## src/rtl/cpu_pkg.sv

```systemverilog
// cpu_pkg: opcode and phase encodings shared by the accumulator CPU controller
package cpu_pkg;
   localparam int OPC_W = 3;
   localparam int PH_W  = 3;
   typedef enum logic [OPC_W-1:0] {
      HLT = 3'd0, SKZ = 3'd1, ADD = 3'd2, AND = 3'd3,
      XOR = 3'd4, LDA = 3'd5, STO = 3'd6, JMP = 3'd7
   } opcode_t;
   typedef enum logic [PH_W-1:0] {
      INST_ADDR = 3'd0, INST_FETCH = 3'd1, INST_LOAD = 3'd2, IDLE  = 3'd3,
      OP_ADDR   = 3'd4, OP_FETCH   = 3'd5, ALU_OP    = 3'd6, STORE = 3'd7
   } phase_t;
   // Opcodes that read an operand from memory and load the accumulator
   function automatic logic is_aluop(input opcode_t op);
      return (op == ADD) || (op == AND) || (op == XOR) || (op == LDA);
   endfunction
endpackage

```

## src/rtl/cpu_sequencer.sv

```systemverilog
// cpu_sequencer: eight-phase controller driving the accumulator CPU datapath strobes.
// Optional macro CPU_SEQ_STEP_EN adds i_step: hold at INST_ADDR until step is seen high.
module cpu_sequencer
   import cpu_pkg::*;
(
   input  logic             i_clk,
   input  logic             i_rst_n,
`ifdef CPU_SEQ_STEP_EN
   input  logic             i_step,
`endif
   input  logic [OPC_W-1:0] i_opcode,
   input  logic             i_zero,
   output logic             o_sel,
   output logic             o_rd,
   output logic             o_ld_ir,
   output logic             o_inc_pc,
   output logic             o_ld_pc,
   output logic             o_ld_ac,
   output logic             o_wr,
   output logic             o_data_e,
   output logic             o_halt,
   output logic [PH_W-1:0]  o_phase
);
   phase_t  r_phase;
   logic    r_halt;
   phase_t  w_phase_nxt;
   logic    w_halt_nxt;
   logic    w_advance;
   logic    w_alu;
   opcode_t w_op;

   assign w_op    = opcode_t'(i_opcode);
   assign w_alu   = is_aluop(w_op);
   assign o_phase = r_phase;
`ifdef CPU_SEQ_STEP_EN
   assign w_advance = (r_phase != INST_ADDR) || i_step;
`else
   assign w_advance = 1'b1;
`endif

   // Phase register and sticky halt flag; once halted the phase stays frozen until reset
   always_ff @(posedge i_clk or negedge i_rst_n) begin
      if (!i_rst_n) begin
         r_phase <= INST_ADDR;
         r_halt  <= 1'b0;
      end else begin
         r_phase <= w_phase_nxt;
         r_halt  <= w_halt_nxt;
      end
   end

   // Next phase and combinational strobe decode of phase, opcode, zero and halt flag
   always_comb begin
      w_phase_nxt = r_phase;
      w_halt_nxt  = r_halt;
      o_sel       = 1'b0;
      o_rd        = 1'b0;
      o_ld_ir     = 1'b0;
      o_inc_pc    = 1'b0;
      o_ld_pc     = 1'b0;
      o_ld_ac     = 1'b0;
      o_wr        = 1'b0;
      o_data_e    = 1'b0;
      o_halt      = r_halt;
      if (!r_halt) begin
         if (w_advance)
            w_phase_nxt = phase_t'(r_phase + 3'd1);
         case (r_phase)
            INST_ADDR: o_sel = 1'b1;
            INST_FETCH: begin
               o_sel = 1'b1;
               o_rd  = 1'b1;
            end
            INST_LOAD, IDLE: begin
               o_sel   = 1'b1;
               o_rd    = 1'b1;
               o_ld_ir = 1'b1;
            end
            OP_ADDR: begin
               o_inc_pc   = 1'b1;
               o_halt     = (w_op == HLT);
               w_halt_nxt = (w_op == HLT);
            end
            OP_FETCH: o_rd = w_alu;
            ALU_OP: begin
               o_rd     = w_alu;
               o_inc_pc = (w_op == SKZ) && i_zero;
               o_ld_pc  = (w_op == JMP);
               o_data_e = (w_op == STO);
            end
            default: begin
               o_rd     = w_alu;
               o_ld_ac  = w_alu;
               o_inc_pc = (w_op == JMP);
               o_ld_pc  = (w_op == JMP);
               o_wr     = (w_op == STO);
               o_data_e = (w_op == STO);
            end
         endcase
      end
   end
endmodule

```

## config.mk

```make
export PLATFORM = sky130hd
export DESIGN_NAME = cpu_sequencer
export DESIGN_NICKNAME = d
export VERILOG_FILES = /design/src/rtl/cpu_pkg.sv /design/src/rtl/cpu_sequencer.sv
export SDC_FILE = /design/constraint.sdc
export NUM_CORES = 1
export LEC_CHECK = 0
export CAP_MARGIN = 5
export CORE_MARGIN = 3
export CORE_UTILIZATION = 25
export DETAILED_ROUTE_END_ITERATION = 16
export PLACE_DENSITY_LB_ADDON = 0.12
export SYNTH_ARGS = -nofsm -noshare
export SYNTH_HDL_FRONTEND = slang
export SYNTH_SLANG_ARGS = --single-unit
```

## constraint.sdc

```tcl
create_clock -name i_clk -period 3.61 [get_ports i_clk]
set_input_delay 0.361 -clock i_clk [delete_from_list [all_inputs] [get_ports i_clk]]
set_output_delay 0.361 -clock i_clk [all_outputs]
set_load 0.05 [all_outputs]
```

### Yosys cells after proc, flatten, opt, wreduce, memory -nomap -nowiden

Index checks and enable logic that the tools add are counted.

| operators by class | value |
|---|---|
| add/sub/neg operators | 1 |
| equal/unequal tests | 13 |
| muxes and demuxes | 18 |
| reductions and logical operators | 13 |

Operators with widths:

| cell | number |
|---|---|
| $eq A3 B3 Y1 const B | 7 |
| $mux W1 | 16 |
| $eq A3 B2 Y1 const B | 4 |
| $reduce_or A7 Y1 | 1 |
| $eq A3 B1 Y1 const B | 2 |
| $logic_not A3 Y1 | 2 |
| $reduce_or A6 Y1 | 1 |
| $reduce_or A5 Y1 | 1 |
| $reduce_or A2 Y1 | 2 |
| $reduce_or A4 Y1 | 1 |
| $add A3 B1 Y3 const B | 1 |
| $logic_or A1 B1 Y1 | 3 |
| $pmux W1 S3 | 1 |
| $reduce_or A3 Y1 | 1 |
| $pmux W1 S2 | 1 |
| $logic_and A1 B1 Y1 | 1 |

| word-level totals | value |
|---|---|
| register bits after elaboration | 4 |
| output and inout bits | 12 |

### Depth between registers and ports, before layout

| logic depth | value |
|---|---|
| depth after elaboration | 6 |
| mapped depth | 6 |
| mapped depth without buffers | 5 |

### Worst setup path after synthesis

Ideal clock, no wire load.

| timing path | value |
|---|---|
| path kind | register -> output |
| from | register r_phase[0] (netlist: o_phase[0]) |
| to | output port o_wr |
| arrival | 2.815 ns |
| required time | 3.249 ns |
| slack | 0.434 ns |
| cell stages (with the launch flop) | 6 |
| cells stage by stage | dfrtp_1 inv_1 ha_1 nor2_1 o221ai_1 nor4_1 |

| on the way | value |
|---|---|
| word-level cells in the longest chain between the ends | 4 |
| elaborated cells between the ends (all ways) | 10 |
| classes of those cells | 6 x eq/ne; 2 x mux; 2 x reduce/logical |

Ends and longest elaborated chain:

| element | RTL line | source |
|---|---|---|
| start, declared | cpu_sequencer.sv:24 | `phase_t r_phase;` |
| start signal, assigned | cpu_sequencer.sv:47 | `r_phase <= w_phase_nxt;` |
| $eq A3 B3 Y1, or another cell as far along | cpu_sequencer.sv:68 | `case (r_phase)` |
| $reduce_or A7 Y1 (no line) * | -- |  |
| $mux W1 * | cpu_sequencer.sv:68 |  |
| $mux W1 * | cpu_sequencer.sv:65 | `if (!r_halt) begin` |
| end, declared | cpu_sequencer.sv:19 | `output logic o_wr,` |

Mark *: on every way between the ends. The rest lies on a longest branch, timed or not.

### Worst setup path in the final report

| timing path | value |
|---|---|
| from | register r_phase[0] (netlist: o_phase[0]) |
| to | output port o_inc_pc |

| on the way | value |
|---|---|
| word-level cells in the longest chain between the ends | 4 |
| elaborated cells between the ends (all ways) | 10 |
| classes of those cells | 6 x eq/ne; 2 x mux; 2 x reduce/logical |

Ends and longest elaborated chain:

| element | RTL line | source |
|---|---|---|
| $eq A3 B3 Y1, or another cell as far along | cpu_sequencer.sv:68 |  |
| $reduce_or A5 Y1 (no line) | -- |  |
| $pmux W1 S3 * | cpu_sequencer.sv:68 |  |
| $mux W1 * | cpu_sequencer.sv:65 |  |
| end, declared | cpu_sequencer.sv:16 | `output logic o_inc_pc,` |

Marked as above.

==> results.yml <==
outcome:
  outcome: "complete, no violations"
clock_tree:
  cts_made_buffers: 3
  clk_path_buf_depth: 2
  ctsResizeCount: 0
  clk_latency_ns: 0.23
  path_clk_slew_ns: 0.04
  root_buffer: "clkbuf_4"
  holdBufCountCts: 0
  cts_tree: "done"
  htreeDepth: 1
  cts.sinks: 4
  cts_setup_buffers: 0
layout:
  area_growth_pct: 43.2
  layout-drive-gt1-share: 0.101
  final_common_cell: "clkdlybuf4s50_1"
  nNetsFinal: 83
  antenna_cells: 0
  fill_cells: 175
  final_cell_mix: "clkdlybuf4s50_1 (17), nor2_1 (6), ha_1 (6)"
routing:
  drt_first_pass_iters: 2
  vias_per_cell: 4.94
  ant_nets: 0
  drtIter0Drc: 5
  wire_per_inst_um: 12.2
  vias: 420
  drc_errors: 0
  wl_mm: 1.04
worst_setup_path:
  worstSetupEndpointType: "output pin"
  reg2reg_slack_ns: 2.13
  cp.arrival_ns: 2.51
  crit_path_start_kind: "flop"
  r2r_start: "o_phase[0]$_DFFE_PN0N_"
  path_class: "reg -> out"
  reg2reg_depth: 4
  worstPathRequired_ns: 3.25
  r2r-end: "r_halt$_DFF_PN0_"
  crit_fanout: 7
power_and_ir_drop:
  peakVddDrop_mv: 0.157
  p_leak_uw: 0.000242
  finalPower_uw: 110
  powerDensity_mw_per_mm2: 175
yosys:
  synth_cells: 51
  ys_warn_count: 0
  ys_types: 27
  syn-num-nets: 63
  ys_seq_area_frac: 0.227
  syn_area_um2: 440
  ys_ff_latch: 4
  synth_area_per_cell_um2: 8.64
sta:
  rsz0062_at_grt: "false"
  slew_viol_final: 0
  setup_violations: 0
  timing.fmax_mhz: 348
  hold_viol: 0
  setup-tns-final_ns: 0
  finalCritPeriodShare: 0.796
  slew_headroom: 0.663
  fin_crit_ns: 2.87
  fin_skew_ns: 0.00435
  worst_pin_slew_ns: 0.503
job:
  max-cap-violations: 0
min_path:
  hp-class: "in -> async"
grt:
  grt_pass1_vias: 385
  grt_max_degree: 11
  gr-total-overflow: 0
  grt_use_total: 0.106
  grt_pass1_wl_mm: 1.72
  antenna_found_initial: 0
placed_design:
  gp_congestion: 0.660
  port-buffer-count: 17
  dp_hpwl_um: 824
die:
  rows: 14
  io-pin-count: 18
  start_util: 0.279
  core_mm2: 0.00158
  die_w_um: 48.0
  die_h_um: 48.0
  die_area_mm2: 0.00230
[metal layers]
metal  vias to the layer above  part of all wire  track usage
met4                         0                 0       0.0323
met3                         0             0.052       0.0376
met5                         -                 0            0
met1                       192              0.47        0.143
met2                        10              0.47        0.158
li1                        218                 -            -
[stage by stage]
stage	hold WS (ns)	cells	util	worst slack (ns)	instance area, µm²
finish	0.339	85	0.400	0.737	631
global route	0.337	85	0.400	0.556	631
CTS	0.335	85	0.400	0.713	631
detailed placement	0.588	82	0.386	0.899	608
global placement	0.574	82	0.386	0.893	608
floorplan	0.0654	51	-	0.434	440
[worst max-delay path: stages, from the launching register on]
cell	delay, ns
dfrtp_1	0.45
inv_1	0.14
ha_1	0.28
nand4_1	0.11
or3_1	0.32
a31oi_1	0.17
clkdlybuf4s50_1	0.82
[sequential cells by signal, indices dropped and copies added (netlist names)]
signal,flops
r_halt,1
o_phase,3
[cells by family (layout without fill, tap and decap cells)]
| group | count (synthesis) | count (layout) | synth area share |
|---|---|---|---|
| adder cells (fa/ha/maj) | 6 | 6 | 0.170 |
| XOR/XNOR | 2 | 2 | 0.0398 |
| flip-flops | 4 | 4 | 0.227 |
| AO/OA/AOI/OAI | 10 | 10 | 0.176 |
| multiplexers | 2 | 2 | 0.0483 |
| AND/OR/NAND/NOR | 20 | 20 | 0.244 |
| buffers and inverters | 7 | 25 | 0.0937 |
[synth_stat cells, drive strengths merged]
master   count  share of area
mux2i        1          0.023
xnor2        2          0.040
dfrtp        4           0.23
buf          2          0.051
or2b         2          0.034
nor3         1          0.011
nor2         6          0.051
nor4         1          0.014
nand4        1          0.014
and2         1          0.014
ha           6           0.17
nand2        2          0.017
a41o         1          0.023
nand3        2          0.023
and3b        1          0.020
a21oi        4          0.045
o41ai        1          0.020
o221ai       1          0.020
or3          2          0.031
inv          5          0.043
and3         1          0.014
a2111oi      1          0.034
o22a         1          0.020
mux2         1          0.026
a31oi        1          0.014
[how the worst max path moves through the flow]
stage | startpoint | to | cells past startpoint
3_3_place_gp | i_opcode[0] | o_inc_pc | 5
2_1_floorplan | o_phase[0]$_DFFE_PN0N_ | o_wr | 5
3_5_place_dp | i_opcode[0] | o_inc_pc | 5
6_report | o_phase[0]$_DFFE_PN0N_ | o_inc_pc | 6
4_1_cts | o_phase[0]$_DFFE_PN0N_ | o_inc_pc | 6
5_1_grt | o_phase[0]$_DFFE_PN0N_ | o_inc_pc | 6
[final cells by class]
| type | instances | area, µm² | share of cell area |
|---|---|---|---|
| inverters | 5 | 18.8 | 0.0298 |
| multi-input cells | 40 | 299 | 0.474 |
| clock buffers | 3 | 22.5 | 0.0357 |
| flip-flops and latches | 4 | 100 | 0.159 |
| well taps | 16 | 20.0 | 0.0317 |
| repair buffers | 17 | 170 | 0.270 |
[report_power, final]
| group | total, µW | switching (µW) | internal (µW) |
|---|---|---|---|
| registers | 45.1 | 0 | 45.1 |
| clock network | 54.5 | 17.4 | 37.1 |
| logic | 10.8 | 4.92 | 5.90 |
No activity file was read; power rests on OpenSTA's default activity.
